File: src/rtl/dma_axi_burst_engine.sv
// AXI burst mover: one INCR read burst is buffered in a FIFO and replayed as one INCR write burst.
// Optional DMA_ERR_CHECK_EN adds the sticky err flag; undefined, err is tied low.
module dma_axi_burst_engine #(
    parameter int BURST_LEN  = 16,
    parameter int FIFO_DEPTH = 16,
    parameter int DATA_W     = 32
) (
    input  logic                clk,
    input  logic                rst,
    input  logic                read_signal,
    input  logic [31:0]         addr_read,
    input  logic [31:0]         addr_write,
    output logic                busy,
    output logic                err,
    output logic [31:0]         ARADDR,
    output logic [3:0]          ARLEN,
    output logic [2:0]          ARSIZE,
    output logic [1:0]          ARBURST,
    output logic                ARVALID,
    input  logic                ARREADY,
    input  logic [DATA_W-1:0]   RDATA,
    input  logic [1:0]          RRESP,
    input  logic                RLAST,
    input  logic                RVALID,
    output logic                RREADY,
    output logic [31:0]         AWADDR,
    output logic [3:0]          AWLEN,
    output logic [2:0]          AWSIZE,
    output logic [1:0]          AWBURST,
    output logic                AWVALID,
    input  logic                AWREADY,
    output logic [DATA_W-1:0]   WDATA,
    output logic [DATA_W/8-1:0] WSTRB,
    output logic                WLAST,
    output logic                WVALID,
    input  logic                WREADY,
    input  logic [1:0]          BRESP,
    input  logic                BVALID,
    output logic                BREADY
);
    localparam int PW = $clog2(FIFO_DEPTH);
    localparam int CW = PW + 1;
    localparam int BW = (BURST_LEN > 1) ? $clog2(BURST_LEN) : 1;
    localparam logic [BW-1:0] LAST_BEAT = BW'(BURST_LEN - 1);

    typedef enum logic [1:0] {R_IDLE, R_AR, R_DATA} rstate_t;
    typedef enum logic [1:0] {W_IDLE, W_AW, W_DATA, W_RESP} wstate_t;

    rstate_t           r_rstate;
    wstate_t           r_wstate;
    logic              r_read_q;
    logic [DATA_W-1:0] r_mem [FIFO_DEPTH];
    logic [PW-1:0]     r_wptr;
    logic [PW-1:0]     r_rptr;
    logic [CW-1:0]     r_count;
    logic [BW-1:0]     r_wbeat;
    logic              w_edge;
    logic              w_launch;
    logic              w_push;
    logic              w_pop;
    logic              w_full;
    logic              w_empty;

    // Every channel transfers on a cycle where VALID and READY are both high at the clock
    // edge; a source holds VALID and its payload stable until that handshake happens.
    assign w_edge   = read_signal & ~r_read_q;
    assign busy     = (r_rstate != R_IDLE) | (r_wstate != W_IDLE);
    assign w_launch = w_edge & ~busy;
    assign w_full   = (r_count == CW'(FIFO_DEPTH));
    assign w_empty  = (r_count == '0);
    assign RREADY   = (r_rstate == R_DATA) & ~w_full;
    assign WVALID   = (r_wstate == W_DATA) & ~w_empty;
    assign WLAST    = WVALID & (r_wbeat == LAST_BEAT);
    assign WDATA    = r_mem[r_rptr];
    assign w_push   = RVALID & RREADY;
    assign w_pop    = WVALID & WREADY;

    assign ARLEN   = 4'(BURST_LEN - 1);
    assign AWLEN   = 4'(BURST_LEN - 1);
    assign ARSIZE  = 3'b010;
    assign AWSIZE  = 3'b010;
    assign ARBURST = 2'b01;
    assign AWBURST = 2'b01;
    assign WSTRB   = '1;

    always_ff @(posedge clk or posedge rst) begin
        if (rst) r_read_q <= 1'b0;
        else     r_read_q <= read_signal;
    end

    always_ff @(posedge clk or posedge rst) begin
        if (rst) begin
            r_rstate <= R_IDLE;
            ARVALID  <= 1'b0;
            ARADDR   <= '0;
        end else begin
            case (r_rstate)
                R_IDLE: if (w_launch) begin
                    ARADDR   <= addr_read;
                    ARVALID  <= 1'b1;
                    r_rstate <= R_AR;
                end
                R_AR: if (ARREADY) begin
                    ARVALID  <= 1'b0;
                    r_rstate <= R_DATA;
                end
                R_DATA: if (w_push && RLAST) r_rstate <= R_IDLE;
                default: r_rstate <= R_IDLE;
            endcase
        end
    end

    // The AW phase may finish long before read data lands; W_DATA then just waits on the FIFO.
    always_ff @(posedge clk or posedge rst) begin
        if (rst) begin
            r_wstate <= W_IDLE;
            AWVALID  <= 1'b0;
            AWADDR   <= '0;
            BREADY   <= 1'b0;
            r_wbeat  <= '0;
        end else begin
            case (r_wstate)
                W_IDLE: if (w_launch) begin
                    AWADDR   <= addr_write;
                    AWVALID  <= 1'b1;
                    r_wstate <= W_AW;
                end
                W_AW: if (AWREADY) begin
                    AWVALID  <= 1'b0;
                    r_wstate <= W_DATA;
                end
                W_DATA: if (w_pop) begin
                    if (WLAST) begin
                        BREADY   <= 1'b1;
                        r_wstate <= W_RESP;
                    end else begin
                        r_wbeat <= r_wbeat + 1'b1;
                    end
                end
                W_RESP: if (BVALID) begin
                    BREADY   <= 1'b0;
                    r_wbeat  <= '0;
                    r_wstate <= W_IDLE;
                end
                default: r_wstate <= W_IDLE;
            endcase
        end
    end

    always_ff @(posedge clk or posedge rst) begin
        if (rst) begin
            r_wptr  <= '0;
            r_rptr  <= '0;
            r_count <= '0;
        end else begin
            if (w_push) r_wptr <= r_wptr + 1'b1;
            if (w_pop)  r_rptr <= r_rptr + 1'b1;
            case ({w_push, w_pop})
                2'b10:   r_count <= r_count + 1'b1;
                2'b01:   r_count <= r_count - 1'b1;
                default: r_count <= r_count;
            endcase
        end
    end

    always_ff @(posedge clk) begin
        if (w_push) r_mem[r_wptr] <= RDATA;
    end

`ifdef DMA_ERR_CHECK_EN
    logic [BW-1:0] r_rbeat;

    always_ff @(posedge clk or posedge rst) begin
        if (rst) begin
            r_rbeat <= '0;
            err     <= 1'b0;
        end else begin
            if (w_push) begin
                r_rbeat <= RLAST ? '0 : r_rbeat + 1'b1;
                if ((RRESP != 2'b00) || (RLAST && (r_rbeat != LAST_BEAT))) err <= 1'b1;
            end
            if (BVALID && BREADY && (BRESP != 2'b00)) err <= 1'b1;
            if (w_edge && busy) err <= 1'b1;
        end
    end
`else
    logic w_unused;

    assign err      = 1'b0;
    assign w_unused = ^{RRESP, BRESP};
`endif

endmodule

File: config.mk
export PLATFORM = sky130hd
export DESIGN_NAME = dma_axi_burst_engine
export DESIGN_NICKNAME = d
export VERILOG_FILES = /design/src/rtl/dma_axi_burst_engine.sv
export SDC_FILE = /design/constraint.sdc
export NUM_CORES = 1
export LEC_CHECK = 0
export ABC_CLOCK_PERIOD_IN_PS = 6920
export CORE_ASPECT_RATIO = 2
export CORE_MARGIN = 2
export CORE_UTILIZATION = 61
export CTS_BUF_LIST = sky130_fd_sc_hd__clkbuf_16
export DETAILED_ROUTE_END_ITERATION = 6
export HOLD_SLACK_MARGIN = 0.08
export PLACE_DENSITY = 0.86
export SYNTH_ARGS = -nofsm -noshare
export SYNTH_HDL_FRONTEND = slang
export SYNTH_SLANG_ARGS = --single-unit
File: constraint.sdc
create_clock -name clk -period 6.92 [get_ports clk]
set_input_delay 1.384 -clock clk [delete_from_list [all_inputs] [get_ports clk]]
set_output_delay 1.384 -clock clk [all_outputs]
set_load 0.01 [all_outputs]
-- Word-level counts from Yosys, hierarchy flattened
Memories as Yosys holds them, arrays and structs flattened.
Index checks and enable logic that the tools add are counted.
- word-level logic and storage cells: 91
- output and inout port bits: 126
- latch bits: 0
- register bits after elaboration: 89
- bits in writable memories: 512
- bits in read-only memories: 0
- memories: 1
- bits of input ports: 109
- shift-type cells: 0
- multiplexer cells: 25
- bitwise operators: 12
- div/mod/pow operators: 0
- eq/ne operators: 18
- multiply operators: 0
- order comparisons: 0
- add/subtract/negate cells: 5
- reductions and logical operators: 18
- memory list (name ; words ; width ; rd ports ; clocked after Yosys merged registers in ; wr ports ; RTL line ; RTL):
    r_mem ; 16 ; 32 ; 1 ; 0 ; 1 ; 52 ; logic [DATA_W-1:0] r_mem [FIFO_DEPTH];
- operator list (cell ; count):
    $ne A2 B2 Y1 const B ; 8
    $mux W2 ; 7
    $add A4 B1 Y4 const B ; 3
    $mux W4 ; 3
    $reduce_bool A2 Y1 ; 6
    $pmux W5 S2 ; 1
    $reduce_and A3 Y1 ; 3
    $eq A2 B2 Y1 const B ; 4
    $mux W1 ; 8
    $pmux W2 S4 ; 1
    $pmux W4 S2 ; 1
    $reduce_and A4 Y1 ; 2
    $and A1 B1 Y1 ; 7
    $eq A2 B1 Y1 const B ; 3
    $pmux W1 S2 ; 3
    $pmux W2 S3 ; 1
    $add A5 B1 Y5 const B ; 1
    $eq A5 B5 Y1 const B ; 1
    $logic_not A5 Y1 ; 1
    $reduce_and A5 Y1 ; 1
    $sub A5 B1 Y5 const B ; 1
    $eq A4 B4 Y1 const B ; 1
    $logic_not A2 Y1 ; 2
    $not A1 Y1 ; 4
    4 further kinds ; 5

-- Longest topological paths before layout
- depth after elaboration: 7
- gate-level depth with buffers: 10
- mapped depth without buffers: 10

-- Worst setup path after synthesis
OpenSTA, ideal clock, no wires.
- kind: in2reg
- start: in RVALID
- end: mem r_mem[3][0] (enable)
- path buffers: 0
- slack: 2.191 ns
- setup time: 0.461 ns
- stages: 4
- data required time: 6.459 ns
- arrival time: 4.269 ns
- path through: inv_1 > a211oi_2 > nand2_1 > nor3_1
- word-level cells in the longest chain between the ends: 3
- ends and longest elaborated chain (what ; RTL line ; RTL):
    start: declaration ; 24 ; input logic RVALID,
    $and A1 B1 Y1 ; 75 ; assign w_push = RVALID & RREADY;
    $mux W1 ; 167 ; if (w_push) r_mem[r_wptr] <= RDATA;
    $mux W1 (not written as such) ; 167 ;
    end: declaration ; 52 ;
Every way passes these cells.

-- Worst setup path in the final report
- start: reg r_rptr[1]
- end: out WDATA[31]
- word-level cells in the longest chain between the ends: 1
- ends and longest elaborated chain (what ; RTL line ; RTL):
    start: declaration ; 54 ; logic [PW-1:0] r_rptr;
    start signal: assignment ; 157 ; if (w_pop) r_rptr <= r_rptr + 1'b1;
    $mem_v2 Z16 W32 ; -- ;
    end: declaration ; 32 ; output logic [DATA_W-1:0] WDATA,
Every way passes these cells.

==> summary.txt <==
CTS
  • Clock Sinks: 601
  • Clk pin slew, worst setup/hold paths: 0.07 ns
  • Root Driver: clkbuf_16
  • Post-CTS sizing: 0
  • Total of hold buffers inserted after clock tree synthesis: 0
  • TritonCTS clock tree: yes
  • CTS max path bufs: 3
  • Worst skew pair latency: 0.57 ns
  • H-Tree Depth: 2
  • Post-CTS Setup Inserts: 0
  • CTS Buf Count: 47

Die
  • Boundary pin count: 235
  • Row Count: 101
  • Core Box Area: 37910 um^2
  • Die Width: 142.7 um
  • Die height: 281.4 um
  • Starting Density: 0.6191
  • Die area: 40160 um^2

Critical path
  • CP arrival: 3.77 ns
  • Critical path class: reg2out
  • CP startpoint kind: flip-flop
  • Critical path peak fanout: 48
  • CP Capture Type: primary output
  • Worst EP required: 5.54 ns

Global routing
  • Antenna violations before repair: 1
  • First-pass GRT wire length: 78.45 mm
  • Largest net degree at the start of global routing: 68
  • Vias in the first global route: 13.58k
  • GRT Overall Usage: 0.2653
  • Gr ovfl total: 0

Yosys
  • Xor-xnor portion of the synthesized cell area: 0.003731
  • Synth Area in Adders: 0.008849
  • Register area share after synthesis: 0.7499
  • Yosys cell types: 46
  • Yosys reg bits: 601
  • Yosys Warn Count: 0
  • Largest family of logic cells by synthesized area: multiplexers
  • Ys flop type: edfxtp_1
  • Cells after Synth: 1238
  • EDFF count, synth: 512
  • Post-synth ARST share: 0.1481
  • Simple-Gate Fraction of Synth Area: 0.01844
  • Compound-gate portion of the synthesized area: 0.04909
  • Multiplexer share of the synthesized area: 0.1487
  • Syn Area/Cell: 18.96 um^2
  • Synth Cell Area: 23470 um^2

Placed design
  • Port bufs: 207
  • Placed Area: 26140 um^2
  • Detailed Place HPWL: 29.10 mm
  • Routability congestion estimate: 0.7864

Run status
  • Status: finished, final reports clean

STA
  • Max-slew headroom: 0.1875
  • Final period utilization: 0.7454
  • Clk_skew: 0.01723 ns
  • Post-layout minimum cycle time: 5.158 ns
  • Fmax: 193.9 MHz
  • Actual slew at the worst max-slew pin: 1.219 ns
  • Setup TNS: 0 ns
  • RSZ-0062 raised after global routing: no
  • Slew Limit Fails: 0
  • Setup Viol. Count Final: 0
  • Fin. Hold Viols: 0

Routing
  • First-iteration detailed-routing DRC count: 1101
  • Drt pass-1 iters: 5
  • Routed wire length per instance: 26.78 um
  • Final ANT Viol Nets: 0
  • Via/cell ratio: 6.521
  • WL final: 52.37 mm
  • Routed vias: 12.76k
  • Number of remaining DRC errors: 0

Power and ir drop
  • PwrDens: 389.6 nW/um^2
  • Pleak: 0.009666 uW
  • Max VDD drop: 294.7 uV

Min path
  • Worst min-delay path class: reg2reg

Layout
  • Fin area: 27640 um^2
  • Antenna Cells: 0
  • Layout cell share with drive strength beyond 1: 0.1668
  • Nets: 1582
  • Layout area overhead: 17.74%

Job
  • Max Cap Viol: 0
## logic make-up (layout without fill, tap and decap cells)
family                     Yosys count  count (layout)
DFF                                601             601
muxes                              260             260
AOI/OAI and AO/OA                  155             155
buffers and inverters              101             335
and+or+nand+nor                     93              93
adders and majority gates           16              16
xor gates and xnor gates            10              10
other                                2              23
## cell type report
cell class / instances / area, um^2
timing repair buffer: 238 / 2330
clock inverter: 38 / 321.6
sequential: 601 / 17610
clock buffer: 47 / 1176
multi-input combinational: 557 / 5577
fill: 2127 / 10270
tap: 463 / 579.3
inverter: 12 / 46.29
## layout by cell type (no fill, tap or decap), types with 29 or more instances in the layout
master / synthesis / layout
edfxtp_1: 512 / 512
clkdlybuf4s50_1: 0 / 207
mux2i_1: 129 / 129
dfrtp_1: 89 / 87
a221oi_1: 64 / 64
mux4_2: 64 / 64
mux2_2: 60 / 60
nand2_1: 47 / 47
clkbuf_16: 0 / 47
o21ai_0: 38 / 38
a22oi_1: 32 / 32
buf_4: 24 / 29
## stage by stage
stage | utilization | worst slack, ns | total power [uW] | hold WS (ns) | instances
floorplan | - | 2.191 | 6643 | 0.4920 | 1259
detailed placement | 0.6895 | 2.333 | 8156 | 0.4894 | 1871
global route | 0.7290 | 1.523 | 11190 | 0.5149 | 1956
CTS | 0.7290 | 1.698 | 10800 | 0.5090 | 1956
finish | 0.7290 | 1.762 | 10770 | 0.5039 | 1956
global placement | 0.6895 | 2.367 | 8039 | 0.4633 | 1871
## cell usage after synthesis (all sizes together), types with 14 or more instances
library cell  instances  area, um^2
nor2                 14       52.55
mux2                 67       758.2
buf                  51       304.0
o21ai                38       190.2
mux2i               129        1291
nand2                47       176.4
ha                   15       187.7
clkbuf               38       142.6
a221oi               64       560.5
edfxtp              512       15370
dfrtp                89        2227
a22oi                32       240.2
mux4                 64        1441
## sequential cells by signal (all words and copies together) (netlist names), 2 cells and up
name / cells
AWADDR: 32
r_wbeat: 4
r_rptr: 4
r_count: 5
r_mem: 512
ARADDR: 32
r_wstate: 2
r_rstate: 2
r_wptr: 4
## power breakdown
| part | internal, uW | total, uW | switching [uW] |
|---|---|---|---|
| logic | 1810 | 3560 | 1750 |
| clock network | 1430 | 2650 | 1220 |
| registers | 4270 | 4560 | 294 |
## worst paths after layout
kind | start | cells past startpoint | slack [ns] | endpoint
max in group asynchronous | rst | 3 | 4.53 | r_rptr[0]
max | r_rptr[1] | 6 | 1.76 | WDATA[31]
min | ARADDR[3] | 1 | 0.50 | ARADDR[3]
min reg2reg | ARADDR[3] | 1 | 0.50 | ARADDR[3]
max reg2reg | r_count[0] | 9 | 3.51 | r_count[4]
min in group asynchronous | rst | 2 | 1.11 | AWADDR[17]
## per-layer routing
layer,wire length [um],track usage
met1,17820,0.3200
met2,27540,0.4631
met3,4848,0.05571
met4,2150,0.1132
met5,11,0
## worst max-delay path: stages (launching register included)
cell	delay [ns]
dfrtp_2	0.64
and2_2	1.05
buf_4	0.43
a221oi_1	0.15
a22oi_1	0.29
nand2_1	0.13
clkdlybuf4s50_1	0.50
(Power assumes the default switching activity.)
